<file path="config.mk">
export PLATFORM = sky130hd
export DESIGN_NAME = vec_mem_unit_flat
export DESIGN_NICKNAME = d
export VERILOG_FILES = /design/src/rtl/vec_mem_unit_if.sv /design/src/rtl/vec_mem_unit.sv /design/src/flat_wrapper.sv
export SDC_FILE = /design/constraint.sdc
export NUM_CORES = 1
export LEC_CHECK = 0
export ABC_AREA = 0
export CAP_MARGIN = 15
export CORE_MARGIN = 3
export CORE_UTILIZATION = 25
export DETAILED_ROUTE_END_ITERATION = 8
export PLACE_DENSITY_LB_ADDON = 0.2
export SETUP_SLACK_MARGIN = 0.4
export SLEW_MARGIN = 15
export SYNTH_ARGS = -nofsm -noshare
export SYNTH_HDL_FRONTEND = slang
export SYNTH_SLANG_ARGS = --single-unit
</file>
<file path="constraint.sdc">
create_clock -name i_clk -period 3.1 [get_ports i_clk]
set_clock_uncertainty 0.2 [all_clocks]
set_input_delay 0.465 -clock i_clk [delete_from_list [all_inputs] [get_ports i_clk]]
set_output_delay 0.465 -clock i_clk [all_outputs]
set_load 0.02 [all_outputs]
</file>
<file path="src/rtl/vec_mem_unit_if.sv">
// Decoder, vector/mask-register and memory-network signals of the vector memory unit.
// master = decoder/regfile/network side, slave = vec_mem_unit.
interface vec_mem_unit_if #(
   parameter int DATA_W = 32,
   parameter int ADDR_W = 9,
   parameter int IDX_W  = 6
);
   logic              start;
   logic              rw;
   logic [1:0]        mode;
   logic              mask_en;
   logic [ADDR_W-1:0] base;
   logic [ADDR_W-1:0] stride;
   logic [IDX_W:0]    vl;
   logic [IDX_W-1:0]  elem_index;
   logic              mask_bit;
   logic [DATA_W-1:0] vec_rdata;
   logic [DATA_W-1:0] idx_data;
   logic [DATA_W-1:0] vec_wdata;
   logic              vec_we;
   logic              mem_req;
   logic              mem_rw;
   logic [ADDR_W-1:0] mem_addr;
   logic [DATA_W-1:0] mem_wdata;
   logic              mem_ack;
   logic [DATA_W-1:0] mem_rdata;
   logic              mem_halt;
   logic              busy;
   logic              done;
   logic              err;

   modport master (
      output start, rw, mode, mask_en, base, stride, vl,
      output mask_bit, vec_rdata, idx_data, mem_ack, mem_rdata, mem_halt,
      input  elem_index, vec_wdata, vec_we, mem_req, mem_rw, mem_addr, mem_wdata,
      input  busy, done, err
   );

   modport slave (
      input  start, rw, mode, mask_en, base, stride, vl,
      input  mask_bit, vec_rdata, idx_data, mem_ack, mem_rdata, mem_halt,
      output elem_index, vec_wdata, vec_we, mem_req, mem_rw, mem_addr, mem_wdata,
      output busy, done, err
   );
endinterface

</file>
<file path="src/rtl/vec_mem_unit.sv">
// Vector load/store walker (unit, strided, indexed, masked): one network request per active element.
// Per element: store 2, load 3, masked-off 1 cycle; mem_halt stalls ISSUE, REQ waits for mem_ack.
module vec_mem_unit #(
   parameter int DATA_W = 32,
   parameter int ADDR_W = 9,
   parameter int VLEN   = 64,
   parameter int IDX_W  = $clog2(VLEN)
) (
   input  logic           i_clk,
   input  logic           i_rst_n,
   vec_mem_unit_if.slave  io_bus
);
   typedef enum logic [2:0] {S_IDLE, S_ISSUE, S_REQ, S_WB, S_FIN} state_t;

   localparam logic [1:0]     M_STRD = 2'b01;
   localparam logic [1:0]     M_IDX  = 2'b10;
   localparam logic [1:0]     M_ILL  = 2'b11;
   localparam logic [IDX_W:0] VL_MAX = (IDX_W+1)'(VLEN);

   state_t            r_state,     w_state;
   logic              r_rw,        w_rw;
   logic [1:0]        r_mode,      w_mode;
   logic              r_mask_en,   w_mask_en;
   logic [ADDR_W-1:0] r_base,      w_base;
   logic [ADDR_W-1:0] r_stride,    w_stride;
   logic [IDX_W:0]    r_vl,        w_vl;
   logic [ADDR_W-1:0] r_off,       w_off;
   logic [IDX_W-1:0]  r_idx,       w_idx;
   logic [DATA_W-1:0] r_vec_wdata, w_vec_wdata;
   logic              r_vec_we,    w_vec_we;
   logic              r_mem_req,   w_mem_req;
   logic [ADDR_W-1:0] r_mem_addr,  w_mem_addr;
   logic [DATA_W-1:0] r_mem_wdata, w_mem_wdata;
   logic              r_busy,      w_busy;
   logic              r_done,      w_done;
   logic              r_err,       w_err;

   logic              w_adv;
   logic              w_last;
   logic [IDX_W:0]    w_vl_in;
   logic [ADDR_W-1:0] w_addr;
   logic [ADDR_W-1:0] w_step;

   assign w_vl_in = (io_bus.vl > VL_MAX) ? VL_MAX : io_bus.vl;
   assign w_last  = ({1'b0, r_idx} == (r_vl - (IDX_W+1)'(1)));
   // Stride is ADDR_W wide, so modular addition already sign-extends it.
   assign w_step  = (r_mode == M_STRD) ? r_stride : ADDR_W'(1);
   assign w_addr  = (r_mode == M_IDX) ? (r_base + io_bus.idx_data[ADDR_W-1:0])
                                      : (r_base + r_off);

   always_comb begin
      w_state     = r_state;
      w_rw        = r_rw;
      w_mode      = r_mode;
      w_mask_en   = r_mask_en;
      w_base      = r_base;
      w_stride    = r_stride;
      w_vl        = r_vl;
      w_off       = r_off;
      w_idx       = r_idx;
      w_vec_wdata = r_vec_wdata;
      w_vec_we    = 1'b0;
      w_mem_req   = r_mem_req;
      w_mem_addr  = r_mem_addr;
      w_mem_wdata = r_mem_wdata;
      w_done      = 1'b0;
      w_err       = 1'b0;
      w_adv       = 1'b0;

      case (r_state)
         S_IDLE: begin
            if (io_bus.start) begin
               w_rw      = io_bus.rw;
               w_mode    = io_bus.mode;
               w_mask_en = io_bus.mask_en;
               w_base    = io_bus.base;
               w_stride  = io_bus.stride;
               w_vl      = w_vl_in;
               w_off     = '0;
               w_idx     = '0;
               if ((w_vl_in == '0) || (io_bus.mode == M_ILL)) begin
                  w_state = S_FIN;
                  w_done  = 1'b1;
                  w_err   = (io_bus.mode == M_ILL);
               end else begin
                  w_state = S_ISSUE;
               end
            end
         end
         S_ISSUE: begin
            if (r_mask_en && !io_bus.mask_bit) begin
               w_off = r_off + w_step;
               w_adv = 1'b1;
            end else if (!io_bus.mem_halt) begin
               w_state     = S_REQ;
               w_mem_req   = 1'b1;
               w_mem_addr  = w_addr;
               w_mem_wdata = io_bus.vec_rdata;
               w_off       = r_off + w_step;
            end
         end
         S_REQ: begin
            if (io_bus.mem_ack) begin
               w_mem_req = 1'b0;
               if (r_rw) begin
                  w_adv = 1'b1;
               end else begin
                  w_vec_wdata = io_bus.mem_rdata;
                  w_vec_we    = 1'b1;
                  w_state     = S_WB;
               end
            end
         end
         S_WB:    w_adv   = 1'b1;
         S_FIN:   w_state = S_IDLE;
         default: w_state = S_IDLE;
      endcase

      if (w_adv) begin
         if (w_last) begin
            w_state = S_FIN;
            w_done  = 1'b1;
         end else begin
            w_idx   = r_idx + IDX_W'(1);
            w_state = S_ISSUE;
         end
      end

      w_busy = (w_state != S_IDLE);
   end

   always_ff @(posedge i_clk or negedge i_rst_n) begin
      if (!i_rst_n) begin
         r_state     <= S_IDLE;
         r_rw        <= 1'b0;
         r_mode      <= '0;
         r_mask_en   <= 1'b0;
         r_base      <= '0;
         r_stride    <= '0;
         r_vl        <= '0;
         r_off       <= '0;
         r_idx       <= '0;
         r_vec_wdata <= '0;
         r_vec_we    <= 1'b0;
         r_mem_req   <= 1'b0;
         r_mem_addr  <= '0;
         r_mem_wdata <= '0;
         r_busy      <= 1'b0;
         r_done      <= 1'b0;
         r_err       <= 1'b0;
      end else begin
         r_state     <= w_state;
         r_rw        <= w_rw;
         r_mode      <= w_mode;
         r_mask_en   <= w_mask_en;
         r_base      <= w_base;
         r_stride    <= w_stride;
         r_vl        <= w_vl;
         r_off       <= w_off;
         r_idx       <= w_idx;
         r_vec_wdata <= w_vec_wdata;
         r_vec_we    <= w_vec_we;
         r_mem_req   <= w_mem_req;
         r_mem_addr  <= w_mem_addr;
         r_mem_wdata <= w_mem_wdata;
         r_busy      <= w_busy;
         r_done      <= w_done;
         r_err       <= w_err;
      end
   end

   assign io_bus.elem_index = r_idx;
   assign io_bus.vec_wdata  = r_vec_wdata;
   assign io_bus.vec_we     = r_vec_we;
   assign io_bus.mem_req    = r_mem_req;
   assign io_bus.mem_rw     = r_rw;
   assign io_bus.mem_addr   = r_mem_addr;
   assign io_bus.mem_wdata  = r_mem_wdata;
   assign io_bus.busy       = r_busy;
   assign io_bus.done       = r_done;
   assign io_bus.err        = r_err;
endmodule

</file>
<file path="src/flat_wrapper.sv">
// flat-port wrapper written by rule: the top's interface ports become plain ports
module vec_mem_unit_flat 
#(
   parameter int DATA_W = 32,
   parameter int ADDR_W = 9,
   parameter int VLEN   = 64,
   parameter int IDX_W  = $clog2(VLEN)
)
  (i_clk, i_rst_n, io_bus_start, io_bus_rw, io_bus_mode, io_bus_mask_en, io_bus_base, io_bus_stride, io_bus_vl, io_bus_mask_bit, io_bus_vec_rdata, io_bus_idx_data, io_bus_mem_ack, io_bus_mem_rdata, io_bus_mem_halt, io_bus_elem_index, io_bus_vec_wdata, io_bus_vec_we, io_bus_mem_req, io_bus_mem_rw, io_bus_mem_addr, io_bus_mem_wdata, io_bus_busy, io_bus_done, io_bus_err);
  vec_mem_unit_if #(.DATA_W(DATA_W), .ADDR_W(ADDR_W), .IDX_W(IDX_W)) io_bus_i ();
  input  logic i_clk;
  input  logic i_rst_n;
  input wire logic [$bits(io_bus_i.start)-1:0] io_bus_start;
  input wire logic [$bits(io_bus_i.rw)-1:0] io_bus_rw;
  input wire logic [$bits(io_bus_i.mode)-1:0] io_bus_mode;
  input wire logic [$bits(io_bus_i.mask_en)-1:0] io_bus_mask_en;
  input wire logic [$bits(io_bus_i.base)-1:0] io_bus_base;
  input wire logic [$bits(io_bus_i.stride)-1:0] io_bus_stride;
  input wire logic [$bits(io_bus_i.vl)-1:0] io_bus_vl;
  input wire logic [$bits(io_bus_i.mask_bit)-1:0] io_bus_mask_bit;
  input wire logic [$bits(io_bus_i.vec_rdata)-1:0] io_bus_vec_rdata;
  input wire logic [$bits(io_bus_i.idx_data)-1:0] io_bus_idx_data;
  input wire logic [$bits(io_bus_i.mem_ack)-1:0] io_bus_mem_ack;
  input wire logic [$bits(io_bus_i.mem_rdata)-1:0] io_bus_mem_rdata;
  input wire logic [$bits(io_bus_i.mem_halt)-1:0] io_bus_mem_halt;
  output wire logic [$bits(io_bus_i.elem_index)-1:0] io_bus_elem_index;
  output wire logic [$bits(io_bus_i.vec_wdata)-1:0] io_bus_vec_wdata;
  output wire logic [$bits(io_bus_i.vec_we)-1:0] io_bus_vec_we;
  output wire logic [$bits(io_bus_i.mem_req)-1:0] io_bus_mem_req;
  output wire logic [$bits(io_bus_i.mem_rw)-1:0] io_bus_mem_rw;
  output wire logic [$bits(io_bus_i.mem_addr)-1:0] io_bus_mem_addr;
  output wire logic [$bits(io_bus_i.mem_wdata)-1:0] io_bus_mem_wdata;
  output wire logic [$bits(io_bus_i.busy)-1:0] io_bus_busy;
  output wire logic [$bits(io_bus_i.done)-1:0] io_bus_done;
  output wire logic [$bits(io_bus_i.err)-1:0] io_bus_err;
  assign io_bus_i.start = io_bus_start;
  assign io_bus_i.rw = io_bus_rw;
  assign io_bus_i.mode = io_bus_mode;
  assign io_bus_i.mask_en = io_bus_mask_en;
  assign io_bus_i.base = io_bus_base;
  assign io_bus_i.stride = io_bus_stride;
  assign io_bus_i.vl = io_bus_vl;
  assign io_bus_i.mask_bit = io_bus_mask_bit;
  assign io_bus_i.vec_rdata = io_bus_vec_rdata;
  assign io_bus_i.idx_data = io_bus_idx_data;
  assign io_bus_i.mem_ack = io_bus_mem_ack;
  assign io_bus_i.mem_rdata = io_bus_mem_rdata;
  assign io_bus_i.mem_halt = io_bus_mem_halt;
  assign io_bus_elem_index = io_bus_i.elem_index;
  assign io_bus_vec_wdata = io_bus_i.vec_wdata;
  assign io_bus_vec_we = io_bus_i.vec_we;
  assign io_bus_mem_req = io_bus_i.mem_req;
  assign io_bus_mem_rw = io_bus_i.mem_rw;
  assign io_bus_mem_addr = io_bus_i.mem_addr;
  assign io_bus_mem_wdata = io_bus_i.mem_wdata;
  assign io_bus_busy = io_bus_i.busy;
  assign io_bus_done = io_bus_i.done;
  assign io_bus_err = io_bus_i.err;
  vec_mem_unit #(.DATA_W(DATA_W), .ADDR_W(ADDR_W), .VLEN(VLEN), .IDX_W(IDX_W)) u_core (.i_clk(i_clk), .i_rst_n(i_rst_n), .io_bus(io_bus_i));
endmodule
</file>
# ---- Word level (Yosys, flattened, before mapping)
# Cells that the tools add are included.
# Widths: inputs -> output; s select.
dict set report classes {
  eq_ne 12
  bitwise 3
  reduce_logical 13
  order_cmp 1
  n_addsub 5
  n_mux 39
}
# operator count
set op_table {}
lappend op_table {{$mux 9} 5}
lappend op_table {{$add 9x9->9} 3}
lappend op_table {{$mux 3} 8}
lappend op_table {{$mux 6} 4}
lappend op_table {{$pmux 9 s2} 1}
lappend op_table {{$mux 1} 17}
lappend op_table {{$pmux 3 s4} 1}
lappend op_table {{$reduce_and 3->1} 3}
lappend op_table {{$ne 2x2->1 const B} 4}
lappend op_table {{$eq 6x7->1} 1}
lappend op_table {{$gt 7x7->1 const B} 1}
lappend op_table {{$logic_not 7->1} 1}
lappend op_table {{$mux 7} 1}
lappend op_table {{$sub 7x1->7 const B} 1}
lappend op_table {{$add 6x1->6 const B} 1}
lappend op_table {{$eq 3x2->1 const B} 2}
lappend op_table {{$eq 2x2->1 const B} 2}
lappend op_table {{$reduce_and 4->1} 1}
lappend op_table {{$reduce_bool 2->1} 2}
lappend op_table {{$eq 3x1->1 const B} 1}
lappend op_table {{$logic_not 3->1} 1}
lappend op_table {{$ne 3x2->1 const B} 1}
lappend op_table {{$not 1->1} 3}
lappend op_table {{$pmux 1 s3} 1}
lappend op_table {{7 further kinds} 7}
dict set report word_totals {
  register_bits 125
  wordCells 90
  in_bits 131
}

# ---- Logic depth before layout (Yosys ltp)
dict set report logic_depth {
  ltp_word 9
  ltp_mapped 11
  ltp_nobuf 10
}

# ---- Worst setup path before layout
# OpenSTA, ideal clock, no wires.
dict set report synth_timing {
  kind {reg-to-reg}
  start {reg u_core.r_mode[0]}
  end {reg u_core.r_mem_addr[8], in the netlist u_core.io_bus.mem_addr[8]}
  n_path_buf 1
  required_time_ns 2.777
  setup_slack_ns 0.166
  stages_incl_launch_ff 12
  t_arrival_ns 2.610
  setup_ns 0.123
  synth_period_minus_slack_ns 2.934
  path_cell_list {dfrtp_1 -> nor2b_1 -> clkbuf_1 -> mux2_2 -> ha_1 -> fa_1 -> a21o_1 -> a21oi_1 -> o21ai_0 -> a31oi_1 -> xnor2_1 -> o21ai_1}
}
dict set report synth_between {
  elab_chain_len 2
}
# item line
set synth_lines {}
lappend synth_lines {{start: declaration} vec_mem_unit.sv:22} ;# logic [1:0] r_mode, w_mode;
lappend synth_lines {{start signal: assignment} vec_mem_unit.sv:154} ;# r_mode <= w_mode;
lappend synth_lines {{$eq 2x2->1} vec_mem_unit.sv:48} ;# assign w_addr = (r_mode == M_IDX) ? (r_base + io_bus.idx_data[ADDR_W-1:0])
lappend synth_lines {{$mux 9} vec_mem_unit.sv:48}
lappend synth_lines {{end signal: assignment} vec_mem_unit.sv:164} ;# r_mem_addr <= w_mem_addr;
lappend synth_lines {{end: declaration} vec_mem_unit.sv:32} ;# logic [ADDR_W-1:0] r_mem_addr, w_mem_addr;
# Every way passes these cells.
# A chain may end at the register's enable or synchronous reset.

# ---- Worst setup path after layout
dict set report layout_timing {
  start {reg u_core.r_mode[1]}
  end {reg u_core.r_off[8]}
}
dict set report layout_between {
  elab_chain_len 6
}
# item line
set layout_lines {}
lappend layout_lines {{$eq 2x1->1 (*)} vec_mem_unit.sv:47} ;# assign w_step = (r_mode == M_STRD) ? r_stride : ADDR_W'(1);
lappend layout_lines {{$mux 9 (*)} vec_mem_unit.sv:47}
lappend layout_lines {{$add 9x9->9 (*)} {vec_mem_unit.sv:92, vec_mem_unit.sv:99}}
lappend layout_lines {{$mux 9} vec_mem_unit.sv:94} ;# end else if (!io_bus.mem_halt) begin
lappend layout_lines {{$mux 9 (*)} vec_mem_unit.sv:91} ;# if (r_mask_en && !io_bus.mask_bit) begin
lappend layout_lines {{$pmux 9 s2 (*)} vec_mem_unit.sv:70} ;# case (r_state)
lappend layout_lines {{end signal: assignment} vec_mem_unit.sv:159} ;# r_off <= w_off;
lappend layout_lines {{end: declaration} vec_mem_unit.sv:27} ;# logic [ADDR_W-1:0] r_off, w_off;
# Every way passes the cells marked *; elsewhere a longest branch is shown, timed or not. The select of a mux whose other input is x is not followed.

==> impl_metrics.tcl <==
set metrics [dict create \
    syn_nets 739 \
    first_pass_iters 4 \
    reg2reg_slack_ns 0.41 \
    wl_um 16300 \
    cp_slowest_stage_delay_ns 0.41 \
    end_kind "flip-flop" \
    synth_top_family_by_area "simple AND/OR/NAND/NOR gates" \
    initial_core_util_pct 25.7 \
    syn_to_final_growth_pct 53.1 \
    met3_usage_pct 3.88 \
    yosysSeqAreaShare_pct 53.2 \
    max_freq_mhz 372 \
    fin_crit_sh_pct 86.8 \
    clockBufferDepth 2 \
    grt_first_pass_wirelength_um 26300 \
    clk_pin_slew_ns 0.06 \
    worstPathArrival_ns 2.82 \
    finalSetupViolations 0 \
    cp_max_fo 3 \
    tns_ns 0 \
    detailed_place.area_um2 8220 \
    fp.dieArea_um2 25400 \
    die_h_um 159 \
    stdcell_area_um2 9010 \
    clock_sinks 125 \
    synthAdderAreaFrac_pct 4.51 \
    synth_top_area_share_pct 53.2 \
    relSlewSlack_pct 68.2 \
    avgSynthCellArea_um2 10.0 \
    antenna_found_initial 0 \
    place_ws_ns 0.0563 \
    use_met2_pct 20.7 \
    synthMuxAreaShare_pct 8.17 \
    irDropWorstVdd_mv 0.295 \
    max_slew.worst_pin.slew_ns 0.477 \
    clk_latency_ns 0.41 \
    viasPerCell 4.25 \
    hpwlAfterDp_um 11800 \
    synth-simple-area-share_pct 20.3 \
    synthArstFlopShare_pct 100 \
    busiest_layer "met2" \
    setup.worst_path.end "u_core.r_off[8]" \
    netlist.top_cell.by_area "dfrtp_1" \
    setup.worst_path.start "u_core.r_mode[1]" \
    slew_viol_final 0 \
    yosys_warnings 0 \
    hold_class "flip-flop to flip-flop" \
    drive_gt1_share_pct 13.1 \
    p_leak_nw 4.04 \
    hold_viol 0 \
    synth_xor_xnor_area_share_pct 3.13 \
    synth-seq-cells 125 \
    rsz0062_at_grt "true" \
    synth_ff_type "dfrtp_1" \
    die_w_um 159 \
    r2r-end "u_core.r_off[8]" \
    power-per-cell-area_nw_per_um2 1020 \
    seqCellArea_um2 3130 \
    synth_area_leaders "dfrtp_1, nand2_1, mux2_2, ha_1, mux2_1" \
    drc_errors 0 \
    r2r_start "u_core.r_mode[1]" \
    synth_area_um2 5880 \
    cts_root_buf "clkbuf_16" \
    p_total_w 0.00918 \
    finalCriticalPeriod_ns 2.69 \
    path_buf_inv 0 \
    rows 55 \
    path_cells "nor2b_4 -> nand2b_1 -> ha_2 -> fa_2 -> a21oi_2 -> nor2_1 -> o41a_1 -> or3_1 -> a211o_1 -> o21ai_1" \
    status "finished clean" \
    cp_num_cells 10 \
    grtUsageMet1_pct 16.8 \
    grt_pass1_vias 4774 \
    fill_cells 2291 \
    route.vias.total 4768 \
    io_pins 216 \
    ant_nets 0 \
    required_ns 3.23 \
    synth-edff-count 0 \
    synth_cell_types 49 \
    worstSetupStartpointType "flip-flop" \
    multi_input_area_um2 2730 \
    grt_max_degree 67 \
    final_util_pct 39.3 \
    critical_path_class "flip-flop to flip-flop" \
    h-tree-depth 4 \
    cts_tree "yes" \
    drt-initial-drc-count 205 \
    wl_per_cell_um 14.5 \
    fin_ws_ns 0.409 \
    gr-total-overflow 0 \
    gp_congestion 0.776 \
    coreArea_um2 22900 \
    r2r_cells 10 \
    synth_cells 588 \
    crit_family "compound AO/OA/AOI/OAI gates" \
    nets 947 \
    drv_cap 0 \
    antenna_cells 0 \
    synth_compound_area_share_pct 8.25 \
    grt_usage_pct 12.8 \
    slowest_stage "dfrtp_1" \
    numCtsBuffers 17 \
    port_buffers 192 \
]
[per-layer routing]
layer | part of all wire (%) | vias up
met1 | 46 | 2244
li1 | - | 2390
met4 | 0.96 | 0
met5 | 0 | -
met3 | 5.0 | 10
met2 | 48 | 124
[state kept, by name, summed over array words and instances, names as in the netlist, 2 cells and up]
name                      count
u_core.io_bus.vec_wdata      32
u_core.io_bus.elem_index      6
u_core.io_bus.mem_addr        9
u_core.r_base                 9
u_core.r_state                3
u_core.r_stride               9
u_core.io_bus.mem_wdata      32
u_core.r_off                  9
u_core.r_vl                   7
u_core.r_mode                 2
[worst min path at each step]
stage,slack (ns),cells after the start,start,to
floorplan,-0.03,0,i_rst_n,u_core.io_bus.busy
global placement,0.15,1,i_rst_n,u_core.r_vl[5]
detailed placement,0.15,1,i_rst_n,u_core.r_vl[4]
CTS,0.26,2,i_rst_n,u_core.r_vl[4]
global route,0.27,2,i_rst_n,u_core.r_vl[4]
finish,0.26,2,u_core.r_stride[3],u_core.r_stride[3]
[cell usage after synthesis (2+ instances only)]
library cell / n
o21ai_0: 14
fa_1: 2
nor2b_1: 5
nor3_1: 7
buf_2: 7
nand2_1: 206
or3_1: 3
nand3b_1: 7
nand2b_1: 4
and2_1: 7
a21oi_1: 11
nor4_2: 2
mux2_2: 28
clkbuf_1: 17
a211oi_1: 3
ha_1: 18
xor2_1: 11
xnor2_1: 10
nor3b_1: 3
nand3_1: 10
a31oi_1: 6
o31ai_1: 4
dfrtp_1: 125
mux2i_1: 3
inv_1: 12
o21ai_1: 10
o311ai_1: 3
o21bai_1: 4
o21a_1: 2
a21o_1: 4
mux2_1: 12
nor2_1: 11
[report_power, final]
part	switching [W]	leakage (nW)	internal, W
sequential	0.000495	1.57	0.00235
combinational	0.00223	2.18	0.00207
clock	0.000775	0.285	0.00126
[logic make-up after synthesis]
group,Yosys count
adder cells (fa/ha/maj),20
AO/OA/AOI/OAI,70
flip-flops,125
XOR/XNOR,21
AND/OR/NAND/NOR,272
multiplexers,43
buffers and inverters,37
[through the flow]
step / hold WS (ns) / instances
global route: 0.270 / 1121
floorplan: -0.0306 / 588
detailed placement: 0.148 / 1078
global placement: 0.148 / 1078
CTS: 0.265 / 1116
finish: 0.263 / 1121
[what timing repair did]
action / CTS / global route
pin swaps: 6 / 7
hold buffers: 1 / 0
cloned: 0 / 0
endpoints found under the setup margin: 6 / 8
buffers inserted: 6 / 5
resized for setup: 12 / 8
hold endpoints to repair: 23 / 0
[worst reg2reg max path: stages, from the launching register on]
cell,delay [ns]
dfrtp_1,0.41
nor2b_4,0.16
nand2b_1,0.07
ha_2,0.19
fa_2,0.37
a21oi_2,0.16
nor2_1,0.07
o41a_1,0.32
or3_1,0.33
a211o_1,0.27
o21ai_1,0.07
[cell type report]
| type | count | share of cell area (%) |
|---|---|---|
| tap | 313 | 4.35 |
| multi-input combinational | 426 | 30.3 |
| timing repair buffer | 214 | 23.6 |
| clock inverter | 14 | 1.90 |
| clock buffer | 17 | 4.72 |
| inverter | 12 | 0.500 |
| sequential | 125 | 34.7 |
[cell usage in the layout, fill, tap and decap left out, types with 12 or more instances in the layout]
master,count
ha_1,13
mux2_2,26
o21ai_0,13
buf_4,18
dfrtp_1,125
mux2_1,12
nand2_1,206
clkbuf_16,17
clkdlybuf4s50_1,191
inv_1,12
Note: power is estimated with default switching activity, not from simulation.
